File: src/rtl/riscv_pkg.sv
// riscv_pkg
// Shared definitions for the instruction fetch slice.
//   RESET_PC_DEFAULT  : default first fetch address after reset
//   BUF_DEPTH_DEFAULT : default instruction buffer depth (power of two, >= 2)
//   fetch_state_t     : fetch controller states (BOOT, FETCH, FLUSH)
//   fetch_entry_t     : one buffered instruction with its address
//   word_align()      : clears the byte-offset bits of an address
package riscv_pkg;

    localparam logic [31:0] RESET_PC_DEFAULT  = 32'h0000_0000;
    localparam int          BUF_DEPTH_DEFAULT = 4;

    typedef enum logic [1:0] {
        ST_BOOT  = 2'd0,
        ST_FETCH = 2'd1,
        ST_FLUSH = 2'd2
    } fetch_state_t;

    typedef struct packed {
        logic [31:0] pc;
        logic [31:0] inst;
    } fetch_entry_t;

    function automatic logic [31:0] word_align(input logic [31:0] addr);
        return addr & 32'hFFFF_FFFC;
    endfunction

endpackage

File: src/rtl/fetch_fifo.sv
// fetch_fifo
// Synchronous FIFO holding fetched instructions between the memory
// response path and the decode consumer. Head entry is visible
// combinationally (show-ahead).
// Ports:
//   clk, rst      : clock, asynchronous active-low reset
//   push_i        : write push_data_i this cycle
//   push_data_i   : entry to write
//   pop_i         : discard the head entry this cycle
//   flush_i       : empty the FIFO; wins over push and pop
//   head_o        : current head entry (undefined content when empty)
//   full_o/empty_o: occupancy flags
//   count_o       : number of valid entries
module fetch_fifo
    import riscv_pkg::*;
#(
    parameter  int DEPTH = BUF_DEPTH_DEFAULT,
    localparam int AW    = $clog2(DEPTH),
    localparam int CW    = $clog2(DEPTH) + 1
) (
    input  logic          clk,
    input  logic          rst,
    input  logic          push_i,
    input  fetch_entry_t  push_data_i,
    input  logic          pop_i,
    input  logic          flush_i,
    output fetch_entry_t  head_o,
    output logic          full_o,
    output logic          empty_o,
    output logic [CW-1:0] count_o
);

    fetch_entry_t  r_mem [DEPTH];
    logic [AW-1:0] r_wr_ptr;
    logic [AW-1:0] r_rd_ptr;
    logic [CW-1:0] r_count;

    logic w_pop_ok;
    logic w_push_ok;

    assign empty_o = (r_count == '0);
    assign full_o  = (r_count == CW'(DEPTH));
    assign count_o = r_count;
    assign head_o  = r_mem[r_rd_ptr];

    // A push into a full FIFO is accepted only when the head leaves in the
    // same cycle, which keeps occupancy constant.
    assign w_pop_ok  = pop_i & ~empty_o;
    assign w_push_ok = push_i & (~full_o | w_pop_ok);

    always_ff @(posedge clk or negedge rst) begin
        if (!rst) begin
            r_wr_ptr <= '0;
            r_rd_ptr <= '0;
            r_count  <= '0;
        end else if (flush_i) begin
            r_wr_ptr <= '0;
            r_rd_ptr <= '0;
            r_count  <= '0;
        end else begin
            if (w_push_ok) begin
                r_wr_ptr <= r_wr_ptr + AW'(1);
            end
            if (w_pop_ok) begin
                r_rd_ptr <= r_rd_ptr + AW'(1);
            end
            case ({w_push_ok, w_pop_ok})
                2'b10:   r_count <= r_count + CW'(1);
                2'b01:   r_count <= r_count - CW'(1);
                default: r_count <= r_count;
            endcase
        end
    end

    // Storage carries no reset; validity is tracked by the pointers alone.
    always_ff @(posedge clk) begin
        if (w_push_ok && !flush_i) begin
            r_mem[r_wr_ptr] <= push_data_i;
        end
    end

endmodule

File: src/rtl/fetch_unit.sv
// fetch_unit
// Instruction fetch front end: issues sequential word fetches to the
// instruction memory, buffers responses with their addresses, and hands
// them to decode. A redirect strobe restarts fetch at a new target and
// throws away everything fetched on the old path.
//
// Handshakes (both directions use the same rule): a transfer happens in
// a cycle where valid and ready/grant are both high. Once imem_req_o is
// raised, it and imem_addr_o stay put until imem_gnt_i, except that a
// redirect withdraws the request. inst_valid_o/inst_o/pc_o stay put until
// inst_ready_i, except that a redirect flushes them. Responses
// (imem_rvalid_i) return in request order with no back-pressure.
//
// Ports:
//   clk, rst                  : clock, asynchronous active-low reset
//   imem_req_o, imem_addr_o   : fetch request and word address
//   imem_gnt_i                : memory accepts the request this cycle
//   imem_rvalid_i/_rdata_i    : in-order response and instruction word
//   pc_sel_i, target_i        : redirect strobe and target address
//   inst_o, pc_o, inst_valid_o: buffered instruction to decode
//   inst_ready_i              : decode takes inst_o this cycle
//   dbg_state_o               : current controller state, for observation
module fetch_unit
    import riscv_pkg::*;
#(
    parameter logic [31:0] RESET_PC  = RESET_PC_DEFAULT,
    parameter int          BUF_DEPTH = BUF_DEPTH_DEFAULT
) (
    input  logic         clk,
    input  logic         rst,
    output logic         imem_req_o,
    output logic [31:0]  imem_addr_o,
    input  logic         imem_gnt_i,
    input  logic         imem_rvalid_i,
    input  logic [31:0]  imem_rdata_i,
    input  logic         pc_sel_i,
    input  logic [31:0]  target_i,
    output logic [31:0]  inst_o,
    output logic [31:0]  pc_o,
    output logic         inst_valid_o,
    input  logic         inst_ready_i,
    output fetch_state_t dbg_state_o
);

    localparam int CW = $clog2(BUF_DEPTH) + 1;  // counters reach BUF_DEPTH
    localparam int SW = CW + 1;                 // credit sum reaches 2*BUF_DEPTH

    fetch_state_t  r_state;
    logic [31:0]   r_fetch_pc;     // address of the next request
    logic [31:0]   r_resp_pc;      // address of the next kept response
    logic [CW-1:0] r_outstanding;  // granted requests not yet answered
    logic [CW-1:0] r_discard;      // responses still to be thrown away

    fetch_state_t  w_state_next;
    logic          w_redirect;
    logic          w_pop;
    logic          w_req;
    logic          w_fire;
    logic          w_rv_acc;
    logic          w_drop;
    logic          w_push;
    logic [SW-1:0] w_credit_used;
    logic [CW-1:0] w_outstanding_next;
    logic [CW-1:0] w_discard_next;

    fetch_entry_t  w_push_entry;
    fetch_entry_t  w_head;
    logic          w_fifo_full;
    logic          w_fifo_empty;
    logic [CW-1:0] w_fifo_count;

    // Redirects are meaningless before the first fetch address is live.
    assign w_redirect = pc_sel_i & (r_state != ST_BOOT);

    // Flush wins over a pop in the same cycle.
    assign w_pop = ~w_fifo_empty & inst_ready_i & ~w_redirect;

    // Every in-flight request owns a buffer slot. A pop this cycle frees a
    // slot early so a full pipeline can sustain one fetch per cycle.
    assign w_credit_used = SW'(r_outstanding) + SW'(w_fifo_count) - SW'(w_pop);

    assign w_req  = (r_state == ST_FETCH) & ~w_redirect
                  & (w_credit_used < SW'(BUF_DEPTH));
    assign w_fire = w_req & imem_gnt_i;

    // A response with nothing outstanding is a protocol error and is ignored.
    assign w_rv_acc = imem_rvalid_i & (r_outstanding != '0);

    // Responses belonging to the old path are dropped: those still being
    // discarded and the one arriving in the redirect cycle itself.
    assign w_drop = w_rv_acc & (w_redirect | (r_discard != '0));
    assign w_push = w_rv_acc & ~w_drop & (~w_fifo_full | w_pop);

    assign w_push_entry.pc   = r_resp_pc;
    assign w_push_entry.inst = imem_rdata_i;

    always_comb begin
        w_outstanding_next = r_outstanding;
        case ({w_fire, w_rv_acc})
            2'b10:   w_outstanding_next = r_outstanding + CW'(1);
            2'b01:   w_outstanding_next = r_outstanding - CW'(1);
            default: w_outstanding_next = r_outstanding;
        endcase
    end

    // On a redirect every request still in flight after this cycle is
    // stale, so the discard count is simply the next outstanding count.
    // While flushing no new requests go out, so the two stay equal.
    always_comb begin
        w_discard_next = r_discard;
        if (w_redirect) begin
            w_discard_next = w_outstanding_next;
        end else if (w_rv_acc && (r_discard != '0)) begin
            w_discard_next = r_discard - CW'(1);
        end
    end

    always_comb begin
        w_state_next = r_state;
        case (r_state)
            ST_BOOT: begin
                w_state_next = ST_FETCH;
            end
            ST_FETCH, ST_FLUSH: begin
                if (w_redirect) begin
                    w_state_next = (w_discard_next != '0) ? ST_FLUSH : ST_FETCH;
                end else if ((r_state == ST_FLUSH) && (w_discard_next == '0)) begin
                    w_state_next = ST_FETCH;
                end
            end
            default: begin
                w_state_next = ST_BOOT;
            end
        endcase
    end

    always_ff @(posedge clk or negedge rst) begin
        if (!rst) begin
            r_state       <= ST_BOOT;
            r_fetch_pc    <= word_align(RESET_PC);
            r_resp_pc     <= word_align(RESET_PC);
            r_outstanding <= '0;
            r_discard     <= '0;
        end else begin
            r_state       <= w_state_next;
            r_outstanding <= w_outstanding_next;
            r_discard     <= w_discard_next;

            // Address wraps naturally from 32'hFFFF_FFFC to 32'h0.
            if (w_redirect) begin
                r_fetch_pc <= word_align(target_i);
            end else if (w_fire) begin
                r_fetch_pc <= r_fetch_pc + 32'd4;
            end

            // All kept responses after a redirect come from requests issued
            // sequentially from the target, so their addresses follow suit.
            if (w_redirect) begin
                r_resp_pc <= word_align(target_i);
            end else if (w_push) begin
                r_resp_pc <= r_resp_pc + 32'd4;
            end
        end
    end

    fetch_fifo #(
        .DEPTH (BUF_DEPTH)
    ) u_buf (
        .clk         (clk),
        .rst         (rst),
        .push_i      (w_push),
        .push_data_i (w_push_entry),
        .pop_i       (w_pop),
        .flush_i     (w_redirect),
        .head_o      (w_head),
        .full_o      (w_fifo_full),
        .empty_o     (w_fifo_empty),
        .count_o     (w_fifo_count)
    );

    assign imem_req_o   = w_req;
    assign imem_addr_o  = r_fetch_pc;
    assign inst_valid_o = ~w_fifo_empty;
    assign inst_o       = w_fifo_empty ? 32'h0 : w_head.inst;
    assign pc_o         = w_fifo_empty ? 32'h0 : w_head.pc;
    assign dbg_state_o  = r_state;

endmodule

File: config.mk
export PLATFORM = sky130hd
export DESIGN_NAME = fetch_unit
export DESIGN_NICKNAME = d
export VERILOG_FILES = /design/src/rtl/riscv_pkg.sv /design/src/rtl/fetch_fifo.sv /design/src/rtl/fetch_unit.sv
export SDC_FILE = /design/constraint.sdc
export NUM_CORES = 1
export LEC_CHECK = 0
export ABC_CLOCK_PERIOD_IN_PS = 4900
export CAP_MARGIN = 0
export CORE_MARGIN = 2
export CORE_UTILIZATION = 35
export DETAILED_ROUTE_END_ITERATION = 12
export HOLD_SLACK_MARGIN = 0.12
export PLACE_DENSITY_LB_ADDON = 0.08
export SLEW_MARGIN = 10
export SYNTH_ARGS = -nofsm -noshare
export SYNTH_HDL_FRONTEND = slang
export SYNTH_HIERARCHICAL = 1
export SYNTH_SLANG_ARGS = --single-unit
File: constraint.sdc
create_clock -name clk -period 4.9 [get_ports clk]
set_input_delay 0.98 -clock clk [delete_from_list [all_inputs] [get_ports clk]]
set_output_delay 0.98 -clock clk [all_outputs]
set_load 0.05 [all_outputs]
Yosys cells after proc, flatten, opt, wreduce, memory -nomap -nowiden
Memories as Yosys holds them, arrays and structs flattened.
Cells that the tools add are included.

storage, ports and cells
  register bits = 79
  RAM bits = 256
  bits of input ports = 70
  output and inout bits = 100
  memories = 1

operators by class
  add/sub/neg operators = 11
  magnitude comparators = 1
  equality and inequality tests = 8
  mux-type cells = 21
  bitwise logic cells = 19
  reduce and logical (&&, ||, !) cells = 17

memories
  name         words  width  rd ports  clocked after Yosys merged registers in  wr ports  RTL line          source
  u_buf.r_mem  4      64     1         0                                        1         fetch_fifo.sv:33  fetch_entry_t r_mem [DEPTH];

operators with widths
  cell                                                                     count
  32-bit two-way mux                                                       6
  32-bit by 3-bit adder with 32-bit output, second input constant          2
  2-bit two-way mux                                                        7
  1-bit bitwise AND                                                        12
  3-bit case mux with 2 select lines                                       2
  3-bit nonzero test                                                       4
  2-bit nonzero test                                                       5
  3-bit two-way mux                                                        3
  3-bit by 1-bit subtractor with 3-bit output, second input constant       3
  3-bit by 1-bit adder with 3-bit output, second input constant            2
  2-bit by 1-bit equality test with 1-bit output, second input constant    3
  2-bit equality test, second input constant                               3
  3-bit logical NOT                                                        2
  2-bit by 1-bit adder with 2-bit output, second input constant            2
  3-bit by 3-bit adder with 4-bit output                                   1
  4-bit by 3-bit < comparator with 1-bit output, second input constant     1
  1-bit NOT                                                                4
  2-bit case mux with 2 select lines                                       1
  4-bit by 1-bit subtractor with 4-bit output                              1
  3-bit equality test, second input constant                               1
  1-bit logical AND                                                        3
  3-bit by 2-bit inequality test with 1-bit output, second input constant  1
  1-bit bitwise OR                                                         3
  2-bit logical NOT                                                        1
  other kinds (3)                                                          4

Depth between registers and ports, before layout
Gate-level depths: netlist of the first run.

  word-level depth = 16
  depth in mapped cells = 24
  gate-level depth less buffers = 20

Modules after synthesis
The synthesis of the first run kept the hierarchy.

modules (own cells, without submodules)
  module      instances  cells each  area an instance (µm²)
  fetch_fifo  1          401         9,801.9
  fetch_unit  1          577         4,849.7

Least setup slack after synthesis of the first run
OpenSTA, ideal clock, no wires.

  path kind = register to register
  from = register r_state[0], in the netlist dbg_state_o[0]
  to = register r_state[0], in the netlist dbg_state_o[0]
  arrival = 4.817 ns
  required time = 4.775 ns
  path slack = -0.042 ns
  stages on the path, launching flop included = 25
  period minus slack after synthesis = 4.942 ns
  cell sequence = dfrtp_1 inv_1 ha_1 nand2b_1 buf_6 inv_4 clkbuf_1 buf_1 nor2_1 ha_1 inv_1 ha_1 nand3b_1 nand4_1 a311oi_1 buf_2 inv_1 ha_1 inv_1 fa_1 nor2_1 nor3b_1 a31oi_1 nor3_1 mux2_2

on the way
  longest elaborated chain between the ends = 15

RTL lines
  element                                                                                       RTL line           source
  from (decl)                                                                                   fetch_unit.sv:48   fetch_state_t r_state;
  from (signal assigned)                                                                        fetch_unit.sv:145  r_state <= w_state_next;
  2-bit nonzero test *                                                                          fetch_unit.sv:73   assign w_redirect = pc_sel_i & (r_state != ST_BOOT);
  1-bit bitwise AND *                                                                           fetch_unit.sv:73
  named net w_redirect                                                                          fetch_unit.sv:55   logic w_redirect;
  1-bit NOT *                                                                                   fetch_unit.sv:76   assign w_pop = ~w_fifo_empty & inst_ready_i & ~w_redirect;
  1-bit bitwise AND *                                                                           fetch_unit.sv:76
  named net w_pop                                                                               fetch_unit.sv:56   logic w_pop;
  4-bit by 1-bit subtractor with 4-bit output *                                                 fetch_unit.sv:80   assign w_credit_used = SW'(r_outstanding) + SW'(w_fifo_count) - SW'(w_pop);
  4-bit by 3-bit < comparator with 1-bit output *                                               fetch_unit.sv:83   & (w_credit_used < SW'(BUF_DEPTH));
  1-bit bitwise AND *                                                                           fetch_unit.sv:83
  1-bit bitwise AND *                                                                           fetch_unit.sv:84   assign w_fire = w_req & imem_gnt_i;
  2-bit by 1-bit equality test with 1-bit output / 2-bit equality test (equally long branches)  fetch_unit.sv:99   case ({w_fire, w_rv_acc})
  3-bit case mux with 2 select lines *                                                          fetch_unit.sv:99
  3-bit two-way mux *                                                                           fetch_unit.sv:111  if (w_redirect) begin
  3-bit nonzero test                                                                            fetch_unit.sv:126  w_state_next = (w_discard_next != '0) ? ST_FLUSH : ST_FETCH;
  2-bit two-way mux                                                                             fetch_unit.sv:126
  2-bit two-way mux                                                                             fetch_unit.sv:125  if (w_redirect) begin
  2-bit case mux with 2 select lines                                                            fetch_unit.sv:120  case (r_state)

Mark *: on every way through the listed nets, which the timed path passes. The rest lies on a longest branch.
A chain may end at the register's enable or synchronous reset.

Worst setup path after layout of the first run
  from = input inst_ready_i
  to = output imem_req_o

on the way
  longest elaborated chain between the ends = 5

RTL lines
  element                                        RTL line          source
  from (decl)                                    fetch_unit.sv:41  input logic inst_ready_i,
  1-bit bitwise AND (2 in series)                fetch_unit.sv:76
  named net w_pop                                fetch_unit.sv:56
  4-bit by 1-bit subtractor with 4-bit output    fetch_unit.sv:80
  4-bit by 3-bit < comparator with 1-bit output  fetch_unit.sv:83
  1-bit bitwise AND                              fetch_unit.sv:83
  to (decl)                                      fetch_unit.sv:31  output logic imem_req_o,

The timed path passes the listed nets, and every way through them passes these cells.

==> impl_metrics.json, run 1 <==
{
  "avgSynthCellArea_um2": 15.0,
  "insertion_delay_ns": 0.52,
  "cts_setup_buffers": 0,
  "max-slew-margin-rel_pct": 38.7,
  "synth_area_leaders": "edfxtp_1 52%, dfrtp_1 13%, mux4_2 9.8%",
  "status": "completed",
  "setup-tns-final_ns": 0,
  "syn_to_final_growth_pct": 25.3,
  "rsz0062_at_grt": "no",
  "synth.largest_area_cell": "edfxtp_1",
  "worstSetupEndpointType": "output port",
  "cp_max_fo": 6,
  "yosysWarnings": 6,
  "remaining_drc_errors": 0,
  "synth_ff_type": "edfxtp_1",
  "gp_congestion": 0.778,
  "grt_use_met3_pct": 3.08,
  "drv_cap": 0,
  "max_freq_ghz": 0.234,
  "r2r_cells": 19,
  "cp-start-kind": "input port",
  "grt_pass1_wl_mm": 54.8,
  "first_pass_iters": 5,
  "wl_per_cell_um": 20.3,
  "io_pins": 170,
  "hold_ws_ns": 0.413,
  "routed_wl_mm": 35.3,
  "finish.utilization_pct": 44.7,
  "fp.dieH_um": 209,
  "clock_sinks": 331,
  "required_ns": 3.92,
  "fin_crit_sh_pct": 87.4,
  "drive_gt1_share_pct": 15.3,
  "hold_class": "input port to asynchronous set/reset pin",
  "clkTransAtPathRegs_ns": 0.05,
  "viasPerCell": 5.16,
  "ctsHoldBuffers": 0,
  "grtUsageMet2_pct": 26.3,
  "cp-startpoint": "inst_ready_i",
  "cts_buffers": 39,
  "design.core.area_mm2": 0.0411,
  "clockBufferDepth": 3,
  "cp.arrival_ns": 3.30,
  "hold_viol_final": 0,
  "min_period_ns": 4.28,
  "dieArea_mm2": 0.0435,
  "final_nets": 1264,
  "grt_start_max_net_pins": 77,
  "port_buffers": 165,
  "synth_edf_count": 256,
  "tightest_slew_ns": 0.918,
  "r2r-start": "u_buf/count_o[1]",
  "dpl-instance-area_mm2": 0.0171,
  "drt_iter0_markers": 468,
  "grt_usage_pct": 16.3,
  "die_w_um": 209,
  "cts_resized": 0,
  "post-place-ws_ns": 0.284,
  "power.leakage_nw": 6.14,
  "syn_area_mm2": 0.0147,
  "n_antenna_cell": 0,
  "synth_top_area_share_pct": 52.5,
  "cts_tree": "done",
  "regArea_mm2": 0.00957,
  "slew_violations": 0,
  "synth.distinct_cells": 66,
  "rrSetupSlack_ns": 0.83,
  "ys_seq_area_share_pct": 65.3,
  "multi_input_area_mm2": 0.00475,
  "clock_skew_ns": 0.0145,
  "power_density_mw_per_mm2": 577,
  "use_met1_pct": 23.0,
  "mostFrequentLayoutCell": "edfxtp_1",
  "synth_cells": 978,
  "cts_max_level": 2,
  "initial_core_util_pct": 35.6,
  "antenna_found_initial": 0,
  "mostFrequentLayoutCells": "256 x edfxtp_1, 163 x clkdlybuf4s50_1, 71 x dfrtp_1, 68 x nor2b_1, 65 x nor2_1",
  "grt_pass1_vias": 9179,
  "nFillCells": 3776,
  "num_rows": 74,
  "vias": 8955,
  "r2r-end": "dbg_state_o[0]",
  "ir_drop_mv": 0.390,
  "grt-ovfl-total": 0,
  "ys_ff_latch": 331,
  "setup_viol": 0,
  "async_reset_ff_share_pct": 22.7,
  "fin_area_mm2": 0.0184,
  "crit_type": "input port to output port",
  "dpl.hpwl_mm": 22.5,
  "antenna_left": 0,
  "busiest_layer": "met2",
  "root_buffer": "clkbuf_16",
  "setup_ws_ns": 0.619
}
through the flow:
| step | std cells | total power, mW |
|---|---|---|
| after floorplan | 987 | 6.52 |
| after global placement | 1665 | 7.78 |
| after detailed placement | 1665 | 7.81 |
| after CTS | 1735 | 10.8 |
| after global routing | 1735 | 11.2 |
| final | 1735 | 10.6 |
report_power, final:
group / switching [mW] / total [mW] / internal (mW)
Clock: 1.11 / 2.89 / 1.78
Sequential: 0.570 / 4.11 / 3.54
Combinational: 2.25 / 3.61 / 1.35
cell families (layout without fill, tap and decap cells):
group,after synthesis,count (layout),share of synthesized area (%)
xor gates and xnor gates,28,28,1.67
DFF,331,331,65.3
other,1,10,0.0256
AOI/OAI and AO/OA,117,117,5.82
adders and majority gates,20,20,1.81
and+or+nand+nor,327,327,12.2
buffers and inverters,81,297,2.73
muxes,73,73,10.5
critical path, stage by stage:
cell and delay (ns):
clkdlybuf4s50_1 0.52, nand2b_1 0.09, nor2_1 0.15, ha_1 0.17, inv_1 0.04, ha_1 0.26, nand3b_1 0.11, a21o_1 0.22
buf_4 0.16, nand3_1 0.17, and3_1 0.27, buf_12 0.16
sequential cells by signal, indices dropped and copies added, names as in the netlist:
name,cells
u_buf/r_wr_ptr,2
u_buf/count_o,3
r_outstanding,3
imem_addr_o,30
r_discard,3
r_resp_pc,30
dbg_state_o,2
u_buf/r_mem,256
u_buf/r_rd_ptr,2
worst max-delay path by stage:
stage	slack [ns]	endpoint
6_report	0.62	imem_req_o
3_3_place_gp	0.30	dbg_state_o[0]
4_1_cts	0.60	imem_req_o
3_5_place_dp	0.28	dbg_state_o[0]
5_1_grt	0.38	imem_req_o
2_1_floorplan	0.07	dbg_state_o[0]
area by class of cell:
type                       instances  area share (%)
tap                              532            3.62
inverter                          33           0.688
sequential                       331            52.1
clock buffer                      52            5.74
multi-input combinational        575            25.8
timing repair buffer             194            10.8
clock inverter                    18            1.21
routing by layer:
| metal | vias up | wire length (µm) |
|---|---|---|
| met5 | - | 0 |
| met4 | 0 | 546 |
| met3 | 39 | 1770 |
| met2 | 237 | 16600 |
| met1 | 4521 | 16400 |
| li1 | 4158 | - |
Yosys cell counts, types with 10 or more instances:
cell	n
and3_1	16
nand4_1	31
buf_2	12
nand3_1	24
xor2_1	19
inv_1	32
clkbuf_1	17
dfrtp_1	75
a31oi_1	12
ha_1	18
nand2_1	42
nor2b_1	68
o311a_1	13
o21ai_0	19
nor2_1	66
mux4_2	64
a211oi_1	10
a21oi_1	31
edfxtp_1	256
nor3_1	26
Power figures use the tool's default switching activity.
==> run 2: changes to the inputs <==
REMOVE_ABC_BUFFERS = 1   (was not set)
SYNTH_HIERARCHICAL = not set   (was 1)
==> run 2 against run 1 <==
- fmax shrank 0.20%
- largest cell class unchanged
- area after synthesis shrank 5.8%
- synthesized cell count shrank 9.1%
- highest routed layer unchanged
==> impl_metrics.json, run 2 <==
{
  "initial_core_util_pct": 35.6,
  "status": "completed",
  "routed_wl_mm": 32.2,
  "clockBufferDepth": 3,
  "required_ns": 5.29,
  "cp-start-kind": "input port",
  "vias": 7837,
  "n_antenna_cell": 0,
  "largest_register_ffs": 248,
  "cts_setup_buffers": 0,
  "rsz0062_at_grt": "no",
  "cp_num_buf_inv": 4,
  "cts_max_level": 2,
  "critPathMaxStageDelay_ns": 0.47,
  "crit_path_end": "dbg_state_o[0]",
  "clock_skew_ns": 0.0102,
  "cts_resized": 0,
  "r2r-end": "dbg_state_o[0]",
  "ys_seq_area_share_pct": 67.6,
  "critPathSlowestCell": "clkdlybuf4s50_1",
  "max-slew-margin-rel_pct": 38.2,
  "clock_sinks": 323,
  "report.power.total_mw": 11.4,
  "synth_area_leaders": "edfxtp_1 54%, dfrtp_1 14%, mux4_2 10%",
  "design.core.area_mm2": 0.0387,
  "fin_crit_sh_pct": 87.5,
  "yosysWarnings": 0,
  "synth.largest_area_cell": "edfxtp_1",
  "async_reset_ff_share_pct": 23.2,
  "crit_type": "input port to register",
  "die_w_um": 203,
  "setup_viol": 0,
  "dieArea_mm2": 0.0410,
  "gp_congestion": 0.757,
  "clkTransAtPathRegs_ns": 0.06,
  "insertion_delay_ns": 0.52,
  "cp.arrival_ns": 4.68,
  "power.leakage_nw": 5.78,
  "grt_usage_pct": 15.9,
  "cp_num_cells": 19,
  "cts_tree": "done",
  "drv_cap": 0,
  "hold_viol_final": 0,
  "antenna_left": 0,
  "drive_gt1_share_pct": 13.8,
  "antenna_found_initial": 0,
  "final_nets": 1159,
  "power_density_mw_per_mm2": 657,
  "finish.utilization_pct": 44.7,
  "setup-tns-final_ns": 0,
  "ys_ff_latch": 323,
  "tightest_slew_ns": 0.915,
  "synth_top_area_share_pct": 54.0,
  "synth_cells": 889,
  "grt-ovfl-total": 0,
  "yosysMostFrequentCell": "edfxtp_1",
  "worstSetupEndpointType": "register",
  "wl_per_cell_um": 20.0,
  "grt_start_max_net_pins": 65,
  "num_rows": 72,
  "synth_ff_type": "edfxtp_1",
  "remaining_drc_errors": 0,
  "cts_buffers": 37,
  "r2r_cells": 20,
  "grt_pass1_vias": 8259,
  "cp-startpoint": "pc_sel_i",
  "drt_iter0_markers": 368,
  "grt_pass1_wl_mm": 49.7,
  "fp.dieH_um": 203,
  "cp_max_fo": 3,
  "syn_area_mm2": 0.0138,
  "min_period_ns": 4.29,
  "mostFrequentLayoutCells": "248 x edfxtp_1, 161 x clkdlybuf4s50_1, 73 x dfrtp_1, 67 x and2_1, 62 x mux4_2",
  "mostFrequentLayoutCell": "edfxtp_1",
  "cp_cell_sequence": "clkdlybuf4s50_1 -> nor2b_1 -> nor2_1 -> ha_1 -> inv_1 -> ha_1 -> and3b_1 -> o211a_1 -> o311ai_4 -> ha_1 -> inv_1 -> fa_1 -> xor2_1 -> nor2_1 -> xnor2_1 -> inv_1 -> o22ai_1 -> a31oi_1 -> mux2_1",
  "r2r-start": "dbg_state_o[0]",
  "ir_drop_mv": 0.709,
  "synth_commonest_cells": "248 x edfxtp_1, 75 x dfrtp_1, 67 x and2_1",
  "post-place-ws_ns": 0.0518,
  "synth.distinct_cells": 45,
  "avgSynthCellArea_um2": 15.5,
  "hold_class": "input port to asynchronous set/reset pin",
  "port_buffers": 163,
  "viasPerCell": 4.86,
  "slew_violations": 0,
  "regMostFlops": "u_buf.r_mem",
  "rrSetupSlack_ns": 0.79,
  "critPathTopFamily": "adder cells",
  "dpl.hpwl_mm": 20.1,
  "ctsHoldBuffers": 0,
  "first_pass_iters": 4,
  "root_buffer": "clkbuf_16",
  "syn_to_final_growth_pct": 25.5,
  "io_pins": 170,
  "synth_edf_count": 248,
  "setup_ws_ns": 0.610,
  "max_freq_ghz": 0.233
}
[run 2: final cells by class]
class,count,area (µm²)
inverter,33,124
tap,518,648
timing repair buffer,182,1860
sequential,323,9330
clock buffer,47,1010
clock inverter,17,154
fill,3512,21400
multi-input combinational,491,4190
[run 2: power by group]
| group | switching, mW | internal (mW) |
|---|---|---|
| Sequential | 0.617 | 3.46 |
| Clock | 1.05 | 1.60 |
| Combinational | 2.88 | 1.75 |
[run 2: worst min-delay path by stage]
stage / endpoint / slack (ns) / depth (start not counted)
after floorplan: u_buf.r_mem[0][63] / 0.49 / 0
after global placement: u_buf.r_mem[3][63] / 0.56 / 0
after detailed placement: r_outstanding[1] / 0.57 / 2
after CTS: imem_addr_o[25] / 0.46 / 1
after global routing: r_resp_pc[27] / 0.47 / 1
final: r_resp_pc[28] / 0.45 / 1
[run 2: cells by family (layout without fill, tap and decap cells)]
logic type	after synthesis	count (layout)	synth area share [%]
simple gates	254	254	10.1
other cells	1	4	0.0272
buf+inv	78	279	2.37
fa+ha+maj	21	21	2.01
xor+xnor	65	65	4.13
mux	67	67	10.5
flops	323	323	67.6
compound gates	80	80	3.29
[run 2: metrics by stage]
step / cell area, µm² / hold WS, ns / cells
floorplan: 13600 / 0.494 / 847
global placement: 16100 / 0.563 / 1547
detailed placement: 16100 / 0.574 / 1547
CTS: 17300 / 0.458 / 1611
global route: 17300 / 0.469 / 1611
finish: 17300 / 0.450 / 1611
[run 2: routing by layer]
metal	share of wire [%]	vias to the layer above	wire, µm	GRT usage, %
li1	-	3676	-	-
met1	48	3972	15500	22.7
met2	46	149	14800	25.0
met3	4.3	40	1370	3.15
met4	1.6	0	511	3.94
met5	0	-	0	0
==> run 3: changes to the inputs <==
--- a/config.mk
+++ b/config.mk
@@ -8,4 +8,4 @@
 export ABC_CLOCK_PERIOD_IN_PS = 4900
-export CAP_MARGIN = 0
-export CORE_MARGIN = 2
+export CAP_MARGIN = 30
+export CORE_MARGIN = 10
 export CORE_UTILIZATION = 35
--- a/constraint.sdc
+++ b/constraint.sdc
@@ -3,2 +3,2 @@
 set_output_delay 0.98 -clock clk [all_outputs]
-set_load 0.05 [all_outputs]
+set_load 0.005 [all_outputs]
==> run 3 against run 2 <==
- fmax decreased by 8.3%
- critical path depth decreased by 8
- sequential share of layout area increased by 0.19 points
- total power is 14% lower
- wire length is 4.4% higher
- combinational power down 31%
- setup slack lost 0.39 ns
- die area grew 16%
- first-iteration DRC count increased by 10%
- largest power group is now registers
==> impl_metrics.json, run 3 (synthesis gave the netlist of run 2 again) <==
{
  "status": "completed",
  "clockBufferDepth": 3,
  "first_pass_iters": 6,
  "num_rows": 72,
  "hold_ws_ns": 0.583,
  "drive_gt1_share_pct": 14.1,
  "switching_share_pct": 31.8,
  "dieArea_mm2": 0.0478,
  "critPathMaxStageDelay_ns": 0.48,
  "ir_drop_mv": 0.624,
  "combPwrFrac_pct": 32.8,
  "max_freq_ghz": 0.214,
  "final_nets": 1160,
  "r2r-end": "dbg_state_o[0]",
  "cp.arrival_ns": 3.70,
  "worstSetupEndpointType": "output port",
  "grt_usage_pct": 14.2,
  "grt_pass1_vias": 8472,
  "mostFrequentLayoutCells": "248 x edfxtp_1, 162 x clkdlybuf4s50_1, 73 x dfrtp_1, 67 x and2_1, 62 x mux4_2",
  "routed_wl_mm": 33.6,
  "clock_power_share_pct": 25.8,
  "power_frac_seq_pct": 41.5,
  "hold_viol_final": 0,
  "cts_buffers": 35,
  "vias": 7962,
  "grt-ovfl-total": 0,
  "clkTransAtPathRegs_ns": 0.06,
  "design.core.area_mm2": 0.0388,
  "critPathTopFamily": "buffers and inverters",
  "die_w_um": 219,
  "root_buffer": "clkbuf_16",
  "rsz0062_at_grt": "no",
  "viasPerCell": 4.93,
  "critPathSlowestCell": "o31ai_1",
  "max-slew-margin-rel_pct": 41.9,
  "tightest_slew_ns": 0.871,
  "clock_sinks": 323,
  "gp_congestion": 0.756,
  "clock_skew_ns": 0.0140,
  "io_pins": 170,
  "drt_iter0_markers": 406,
  "r2r_cells": 20,
  "hold_class": "input port to asynchronous set/reset pin",
  "placed_cells": 1550,
  "dpl.hpwl_mm": 21.7,
  "antenna_found_initial": 0,
  "antenna_left": 0,
  "netSwitchingPower_mw": 3.11,
  "fp.dieH_um": 219,
  "n_antenna_cell": 0,
  "cp_cell_sequence": "clkdlybuf4s50_1 -> nor2b_1 -> nor2_1 -> ha_1 -> inv_1 -> ha_1 -> and3b_1 -> o211a_1 -> o31ai_1 -> inv_1 -> clkdlybuf4s50_1",
  "min_period_ns": 4.68,
  "r2r-start": "dbg_state_o[0]",
  "grt_pass1_wl_mm": 52.6,
  "grt_start_max_net_pins": 68,
  "cts_max_level": 2,
  "mostFrequentLayoutCell": "edfxtp_1",
  "p_int_mw": 6.68,
  "power_density_mw_per_mm2": 568,
  "cts_tree": "done",
  "initial_core_util_pct": 35.5,
  "regMostFlops": "u_buf.r_mem",
  "cp_num_buf_inv": 4,
  "rrSetupSlack_ns": 0.75,
  "insertion_delay_ns": 0.51,
  "drv_cap": 0,
  "slew_violations": 0,
  "crit_type": "input port to output port",
  "ctsHoldBuffers": 0,
  "cts_resized": 0,
  "setup-tns-final_ns": 0,
  "cts_setup_buffers": 0,
  "wl_per_cell_um": 20.8,
  "stdcell_count": 1614,
  "port_buffers": 163,
  "nFillCells": 3482,
  "cp-start-kind": "input port",
  "power.leakage_nw": 5.76,
  "remaining_drc_errors": 0,
  "setup_viol": 0,
  "cp_max_fo": 4,
  "largest_register_ffs": 248,
  "required_ns": 3.92,
  "report.power.total_mw": 9.79,
  "syn_to_final_growth_pct": 25.0,
  "fin_crit_sh_pct": 95.5
}
-- run 3: cell count changes in the layout (fill, tap and decap cells not counted), moves of 2 or more --
cell       change
clkinv_2       +2
clkbuf_16      -3
buf_4          +4
buf_12         -2
-- run 3: layout make-up --
class                      count  area, µm²  area share (%)
sequential                   323       9330            54.1
multi-input combinational    491       4190            24.3
timing repair buffer         185       1860            10.8
clock buffer                  45        945            5.48
tap                          518        648            3.76
clock inverter                19        154           0.892
inverter                      33        124           0.718
-- run 3: power by group through the flow --
| stage | clock (mW) | combinational (mW) | sequential (mW) |
|---|---|---|---|
| floorplan | 0 | 1.70 | 3.98 |
| global placement | 0 | 3.28 | 4.12 |
| detailed placement | 0 | 3.29 | 4.12 |
| CTS | 2.60 | 3.31 | 4.07 |
| global route | 2.71 | 3.57 | 4.15 |
| finish | 2.52 | 3.21 | 4.06 |
-- run 3: worst max-delay path by stage --
stage / from / endpoint / slack (ns) / depth (start not counted)
2_1_floorplan: u_buf.count_o[0] / dbg_state_o[0] / -0.43 / 20
3_3_place_gp: pc_sel_i / dbg_state_o[0] / 0.10 / 19
3_5_place_dp: pc_sel_i / dbg_state_o[0] / -0.02 / 19
4_1_cts: pc_sel_i / imem_req_o / 0.17 / 11
5_1_grt: pc_sel_i / imem_req_o / 0.02 / 11
6_report: pc_sel_i / imem_req_o / 0.22 / 11
-- run 3: per-stage QoR --
step	setup slack (ns)	area, µm²	util [%]
2_1_floorplan	-0.431	13600	-
3_3_place_gp	0.100	16100	41.6
3_5_place_dp	-0.0195	16100	41.6
4_1_cts	0.174	17200	44.4
5_1_grt	0.0249	17200	44.4
6_report	0.220	17200	44.4
-- run 3: routing by layer --
| layer | up-vias | part of all wire, % | global-route usage (%) |
|---|---|---|---|
| met5 | - | 0 | 0 |
| met4 | 0 | 1.8 | 3.56 |
| met3 | 42 | 5.3 | 3.18 |
| met2 | 168 | 47 | 22.3 |
| met1 | 4067 | 46 | 19.5 |
| li1 | 3685 | - | - |
